`config.mk`:
```
export PLATFORM = sky130hd
export DESIGN_NAME = term_rx_port
export DESIGN_NICKNAME = d
export VERILOG_FILES = /design/src/rtl/term_rx_port.sv
export SDC_FILE = /design/constraint.sdc
export NUM_CORES = 1
export LEC_CHECK = 0
export BUFFER_PORTS_ARGS = -buffer_cell sky130_fd_sc_hd__buf_2
export CAP_MARGIN = 5
export CORE_MARGIN = 2
export CORE_UTILIZATION = 40
export DETAILED_ROUTE_END_ITERATION = 10
export HOLD_SLACK_MARGIN = 0.08
export PLACE_DENSITY = 0.61
export SYNTH_ARGS = -nofsm -noshare
export SYNTH_HDL_FRONTEND = slang
export SYNTH_SLANG_ARGS = --single-unit
```
`constraint.sdc`:
```
create_clock -name clk -period 3.2 [get_ports clk]
set_input_delay 0.16 -clock clk [delete_from_list [all_inputs] [get_ports clk]]
set_output_delay 0.16 -clock clk [all_outputs]
set_load 0.01 [all_outputs]
```
`src/rtl/term_rx_port.sv`:
```
// term_rx_port: terminal-side receiver for the mesh router output interface.
// Pops pending packets from the router with a one-cycle pop strobe, buffers
// them in a circular FIFO with first-word fall-through, decodes the head
// packet's header fields and counts total and misrouted arrivals.
module term_rx_port #(
  parameter int unsigned PCKG_SZ = 40,
  parameter int unsigned DEPTH   = 8,
  parameter logic [3:0]  MY_ROW  = 4'd0,
  parameter logic [3:0]  MY_COL  = 4'd0
) (
  input  logic                       clk,
  input  logic                       reset,
  input  logic                       pndng_i,
  input  logic [PCKG_SZ-1:0]         data_out_i,
  output logic                       pop_o,
  output logic                       rd_valid_o,
  input  logic                       rd_ready_i,
  output logic [PCKG_SZ-1:0]         rd_data_o,
  output logic [3:0]                 rd_row_o,
  output logic [3:0]                 rd_col_o,
  output logic                       rd_mode_o,
  output logic [PCKG_SZ-18:0]        rd_payload_o,
  output logic                       rd_misroute_o,
  output logic [$clog2(DEPTH):0]     count_o,
  output logic [15:0]                pkt_cnt_o,
  output logic [15:0]                misroute_cnt_o
);

  localparam int unsigned AW = $clog2(DEPTH);
  localparam int unsigned CW = AW + 1;

  typedef enum logic [1:0] {
    ST_IDLE = 2'd0,
    ST_POP  = 2'd1,
    ST_WAIT = 2'd2
  } state_t;

  state_t              state_q, state_d;
  logic [PCKG_SZ-1:0]  mem_q [DEPTH];
  logic [PCKG_SZ-1:0]  mem_d [DEPTH];
  logic [AW-1:0]       wr_ptr_q, wr_ptr_d;
  logic [AW-1:0]       rd_ptr_q, rd_ptr_d;
  logic [CW-1:0]       count_q, count_d;
  logic [15:0]         pkt_cnt_q, pkt_cnt_d;
  logic [15:0]         mis_cnt_q, mis_cnt_d;

  logic                wr_en;
  logic                rd_en;
  logic                space;
  logic                wr_misroute;

  // Handshake qualifiers: write happens on the POP cycle, read on valid&ready.
  // A full FIFO still has space when the head is consumed this same cycle;
  // the write lands one cycle later, so it can never overflow.
  always_comb begin
    wr_en       = (state_q == ST_POP);
    rd_en       = (count_q != '0) && rd_ready_i;
    space       = (count_q != CW'(DEPTH)) || rd_en;
    wr_misroute = (data_out_i[PCKG_SZ-9 -: 4] != MY_ROW) ||
                  (data_out_i[PCKG_SZ-13 -: 4] != MY_COL);
  end

  // Rx FSM next state: IDLE -> POP -> WAIT -> IDLE; WAIT gives the router a
  // cycle to refresh pndng_i/data_out_i after each pop.
  always_comb begin
    state_d = state_q;
    case (state_q)
      ST_IDLE: if (pndng_i && space) state_d = ST_POP;
      ST_POP:  state_d = ST_WAIT;
      ST_WAIT: state_d = ST_IDLE;
      default: state_d = ST_IDLE;
    endcase
  end

  // FIFO storage, pointers and occupancy next-state.
  always_comb begin
    mem_d    = mem_q;
    wr_ptr_d = wr_ptr_q;
    rd_ptr_d = rd_ptr_q;
    count_d  = count_q;
    if (wr_en) begin
      mem_d[wr_ptr_q] = data_out_i;
      wr_ptr_d        = wr_ptr_q + AW'(1);
    end
    if (rd_en) begin
      rd_ptr_d = rd_ptr_q + AW'(1);
    end
    case ({wr_en, rd_en})
      2'b10:   count_d = count_q + CW'(1);
      2'b01:   count_d = count_q - CW'(1);
      default: count_d = count_q;
    endcase
  end

  // Saturating arrival counters, bumped on each FIFO write.
  always_comb begin
    pkt_cnt_d = pkt_cnt_q;
    mis_cnt_d = mis_cnt_q;
    if (wr_en) begin
      if (pkt_cnt_q != 16'hFFFF) pkt_cnt_d = pkt_cnt_q + 16'd1;
      if (wr_misroute && (mis_cnt_q != 16'hFFFF)) mis_cnt_d = mis_cnt_q + 16'd1;
    end
  end

  // State register; reset drops any packet popped in the reset cycle.
  always_ff @(posedge clk) begin
    if (reset) begin
      state_q   <= ST_IDLE;
      wr_ptr_q  <= '0;
      rd_ptr_q  <= '0;
      count_q   <= '0;
      pkt_cnt_q <= '0;
      mis_cnt_q <= '0;
      for (int unsigned i = 0; i < DEPTH; i++) begin
        mem_q[i] <= '0;
      end
    end else begin
      state_q   <= state_d;
      wr_ptr_q  <= wr_ptr_d;
      rd_ptr_q  <= rd_ptr_d;
      count_q   <= count_d;
      pkt_cnt_q <= pkt_cnt_d;
      mis_cnt_q <= mis_cnt_d;
      mem_q     <= mem_d;
    end
  end

  // Outputs: pop from state only; head fields decoded from the FIFO head.
  always_comb begin
    pop_o          = (state_q == ST_POP);
    rd_valid_o     = (count_q != '0);
    rd_data_o      = rd_valid_o ? mem_q[rd_ptr_q] : '0;
    rd_row_o       = rd_data_o[PCKG_SZ-9 -: 4];
    rd_col_o       = rd_data_o[PCKG_SZ-13 -: 4];
    rd_mode_o      = rd_data_o[PCKG_SZ-17];
    rd_payload_o   = rd_data_o[PCKG_SZ-18:0];
    rd_misroute_o  = (rd_row_o != MY_ROW) || (rd_col_o != MY_COL);
    count_o        = count_q;
    pkt_cnt_o      = pkt_cnt_q;
    misroute_cnt_o = mis_cnt_q;
  end

endmodule
```
# After elaboration in Yosys (flattened, before gate mapping)
# Index checks and enable logic that the tools add are counted.
# word_totals
ff_bits	364
input_bits	44
word_cells	58
# classes
addsub	6
order_cmp	3
eq_ne	7
mux	10
bitwise	2
reduce_logical	16
# ops
operator	count
bitwise mux 320 bit	1
two-way mux 40 bit	4
binary-select mux 40 bit (select 3 bit)	1
demux 40 bit (select 3 bit)	1
adder 16 x 1 -> 16 bit, second input constant	2
!= test 16 bit, second input constant	2
nonzero test 4 bit	5
>= comparator 4 bit, second input constant	2
inverter 3 -> 4 bit	2
one-hot mux 4 bit (2 select lines)	1
adder 3 x 1 -> 3 bit, second input constant	2
adder 4 x 1 -> 4 bit, second input constant	1
equality test 2 x 1 -> 1 bit, second input constant	2
logical AND 1 bit	4
less-than comparator 4 x 1 -> 1 bit, second input constant	1
!= test 4 bit, second input constant	1
one-hot mux 2 bit (2 select lines)	1
AND reduction 2 bit	2
subtractor 4 x 1 -> 4 bit, second input constant	1
logical OR 1 bit	3
equality test 2 bit, second input constant	1
logical NOT 2 bit	1
two-way mux 2 bit	1
!= test 2 bit, second input constant	1
nonzero test 2 bit	1

# Depth between registers and ports, before layout
# logic_depth
ltp_word	7
depth_mapped	10
mapped_depth_nobuf	9

# Worst setup path after synthesis
# OpenSTA, ideal clock, no wires.
# synth_path
path_type	reg2reg
from	register count_q[1] (netlist: count_o[1])
to	register count_q[2] (netlist: count_o[2])
arrival_time_ps	2188
required_time_ps	3130
slack_ps	942
path_stages_with_launch	11
n_path_buf	1
cell_sequence	dfxtp_1 -> clkbuf_1 -> nor4_4 -> nor2_1 -> ha_1 -> xor2_1 -> ha_1 -> a21oi_1 -> xor2_1 -> or3_1 -> a21oi_1
# synth_between
elab_chain_cells	4
# synth_rtl
item	line	rtl
start, declared	43	logic [CW-1:0] count_q, count_d;
start signal, assigned	121	count_q <= count_d;
parallel branches: the longest is 4 deep, another holds subtractor 4 x 1 -> 4 bit	--	
# Parallel ways; which one is timed is not known.
# A chain may end at the register's enable or synchronous reset.

# Worst setup path after layout
# layout_path
from	register rd_ptr_q[2]
to	output rd_misroute_o
# layout_between
elab_chain_cells	7
# layout_rtl
item	line	rtl
start, declared	42	logic [AW-1:0] rd_ptr_q, rd_ptr_d;
start signal, assigned	120	rd_ptr_q <= rd_ptr_d;
inverter 3 -> 4 bit (not written as such) (*)	132	rd_data_o = rd_valid_o ? mem_q[rd_ptr_q] : '0;
binary-select mux 40 bit (select 3 bit) (*)	132	
two-way mux 40 bit (not written as such) (*) (2 in a row)	132	
two-way mux 40 bit (*)	132	
nonzero test 4 bit	137	rd_misroute_o = (rd_row_o != MY_ROW) || (rd_col_o != MY_COL);
logical OR 1 bit (*)	137	
end, declared	23	output logic rd_misroute_o,
# Every way passes the cells marked *; elsewhere a longest branch is shown, timed or not. The select of a mux whose other input is x is not followed.

==> flow_metrics.py <==
metrics = {
    "timing": {
        "finalHoldViolCount": 0,
        "fin_crit_sh_pct": 90.4,
        "setup_tns_ps": 0,
        "report.final.slew_viol_count": 0,
        "fmax_ghz": 0.346,
        "setup_violations": 0,
        "relSlewSlack_pct": 33.3,
        "post-route-min-period_ps": 2890,
        "setup_slack_ps": 308,
        "worst_pin_slew_ps": 1000,
        "rsz0062_at_grt": "no",
        "skew_ps": 23.4,
    },
    "floorplan": {
        "initial_utilization_pct": 40.5,
        "rows": 73,
        "ios": 155,
        "chipHeight_um": 204,
        "die_x_um": 204,
        "core_mm2": 0.0396,
        "dieArea_mm2": 0.0418,
    },
    "cts": {
        "clockBufferDepth": 3,
        "htree_levels": 2,
        "cts_buffers": 41,
        "clock_latency_ps": 520,
        "cts_post_setup_buffers_inserted": 0,
        "cts.clk_slew.worst_paths_ps": 50,
        "ctsResizeCount": 0,
        "cts_tree": "yes",
        "hold_buffers": 42,
        "clock_sinks": 364,
        "clockRootBuffer": "clkbuf_16",
    },
    "finish": {
        "syn_to_final_growth_pct": 15.4,
        "mostFrequentLayoutCells": "nand2_1 (657), dfxtp_1 (361), a21oi_1 (335)",
        "fin_nets": 2025,
        "n_fill_cell": 3813,
        "postLayoutCellArea_mm2": 0.0185,
        "drive_gt1_share_pct": 17.6,
        "layout_commonest_cell": "nand2_1",
    },
    "power": {
        "power.leakage_nw": 6.28,
        "p_per_area_mw_per_mm2": 585,
        "power_frac_comb_pct": 15.3,
        "switchingPower_mw": 3.01,
        "power.internal_mw": 7.84,
        "clockPowerShare_pct": 40.5,
        "switching_share_pct": 27.7,
        "p_seq_share_pct": 44.2,
        "ir_drop_v": 0.000327,
    },
    "synth": {
        "synth.area.mux_share_pct": 13.7,
        "ys_async_sr_fraction_pct": 0,
        "synth_xor_xnor_area_share_pct": 1.47,
        "ys.flop_type": "dfxtp_1",
        "yosysWarnings": 0,
        "syn_area_per_cell_um2": 8.39,
        "synth-seq-area-share_pct": 45.4,
        "syn_area_mm2": 0.0161,
        "synth_edf_count": 0,
        "syn_nets": 1964,
        "synth_top_family_by_area": "simple AND/OR/NAND/NOR gates",
        "synthAdderAreaFrac_pct": 0.546,
        "synthCells": 1913,
        "synth_compound_area_share_pct": 11.9,
        "synth_cell_types": 56,
        "synth_seq_cells": 364,
        "synth-simple-area-share_pct": 20.5,
    },
    "min_path": {
        "hp-class": "in -> reg",
        "min_path_cells": 2,
        "holdPathEnd": "misroute_cnt_o[1]",
        "hp-start": "reset",
    },
    "run": {
        "drv_cap": 0,
    },
    "drt": {
        "wl_um": 45600,
        "ant_nets": 0,
        "drtIter0Drc": 972,
        "vias_per_cell": 5.33,
        "route.detailed.drc": 0,
        "wl_per_cell_um": 18.0,
        "drt_pass1_iterations": 7,
        "vias": 13472,
    },
    "critical_path": {
        "slowest_stage": "dfxtp_2",
        "critical_path_required_ps": 3040,
        "worstPathArrival_ps": 2730,
        "r2r-end": "count_o[2]",
        "cp-end-kind": "output pin",
        "start_kind": "register",
        "r2r-start": "count_o[0]",
        "slowest_delay_ps": 790,
        "ff2ff_path_depth": 9,
        "crit_chain": "mux4_2 > mux2i_1 > nor2_1 > nor4_1 > nand2_1 > buf_2",
        "cp_max_fo": 18,
        "reg2reg_slack_ps": 640,
        "crit_type": "reg -> out",
    },
    "grt": {
        "grt_first_pass_wirelength_um": 71600,
        "grt_pass1_vias": 12869,
        "overflow": 0,
        "grt_max_degree": 156,
        "track_usage_pct": 21.6,
        "antenna_found_initial": 2,
    },
    "place": {
        "place_ws_ps": 689,
        "dp.final_hpwl_um": 26100,
        "portBuffers": 154,
        "dpl_cell_area_mm2": 0.0168,
        "gp_congestion": 0.804,
    },
    "run_status": {
        "outcome": "completed",
    },
}
layout make-up:
cell class,instances,area [um2],share of cell area (%)
Sequential cell,364,7300,39.4
Tap cell,525,657,3.54
Clock inverter,10,58.8,0.317
Multi-Input combinational cell,1331,7790,42.0
Clock buffer,60,1200,6.47
Antenna cell,2,5.00,0.0270
Timing Repair Buffer,229,1500,8.09
Inverter,7,26.3,0.142
logic make-up (layout without fill, tap and decap cells):
group	count (synthesis)	after routing
other	0	2
multiplexers	119	119
adder cells (fa/ha/maj)	7	7
flip-flops	364	364
AND/OR/NAND/NOR	813	813
buffers and inverters	218	306
XOR/XNOR	27	27
AO/OA/AOI/OAI	365	365
power groups by stage:
stage	clock, mW	combinational, mW	sequential, mW
2_1_floorplan	0	1.24	4.76
3_3_place_gp	0	1.61	4.89
3_5_place_dp	0	1.63	4.90
4_1_cts	4.49	1.68	4.80
5_1_grt	4.68	1.78	4.81
6_report	4.39	1.66	4.79
cell usage after synthesis (all sizes together), types with 5 or more instances:
library cell / number / share of area (%)
nand4: 10 / 0.43
a21oi: 336 / 10
mux4: 80 / 11
dfxtp: 364 / 45
xor2: 14 / 0.76
clkbuf: 136 / 3.4
nand3: 13 / 0.41
mux2i: 38 / 2.4
or3: 5 / 0.19
buf: 75 / 2.9
nand2: 658 / 15
or4: 6 / 0.33
o21ai: 8 / 0.25
nor2: 81 / 1.9
inv: 7 / 0.16
xnor2: 13 / 0.71
nor4: 9 / 0.48
nor3: 8 / 0.25
ha: 7 / 0.55
state kept, by name (all words and copies together), names as in the netlist:
signal / count
count_o: 4
mem_q: 320
misroute_cnt_o: 16
pkt_cnt_o: 16
rd_ptr_q: 3
state_q: 2
wr_ptr_q: 3
worst max-delay path by stage:
stage	start	end	slack, ps	cells after the start
floorplan	count_o[1]	count_o[2]	940	10
global placement	count_o[0]	count_o[2]	790	9
detailed placement	count_o[0]	count_o[2]	690	9
CTS	rd_ptr_q[0]	rd_misroute_o	280	6
global route	rd_ptr_q[2]	rd_misroute_o	160	6
finish	rd_ptr_q[2]	rd_misroute_o	310	6
critical path, delay by kind of cell, from the launching register on:
kind | cells | cell delay, ps
and+or+nand+nor | 3 | 490
DFF | 1 | 790
buffers and inverters | 1 | 150
muxes | 2 | 760
routing by layer:
layer | GRT usage, % | wire length [um] | vias up
met5 | 0 | 0 | -
met4 | 7.35 | 1340 | 0
met3 | 2.76 | 2530 | 86
met2 | 37.0 | 22200 | 410
met1 | 28.0 | 19600 | 6470
li1 | - | - | 6506
metrics by stage:
step                hold slack (ps)  power, mW  instances  utilization (%)
floorplan                       337       6.00       1913                -
global placement                438       6.50       2414             42.5
detailed placement              443       6.53       2414             42.5
CTS                             188       11.0       2526             46.7
global route                    223       11.3       2528             46.7
finish                          177       10.8       2528             46.7
Power figures use the tool's default switching activity.
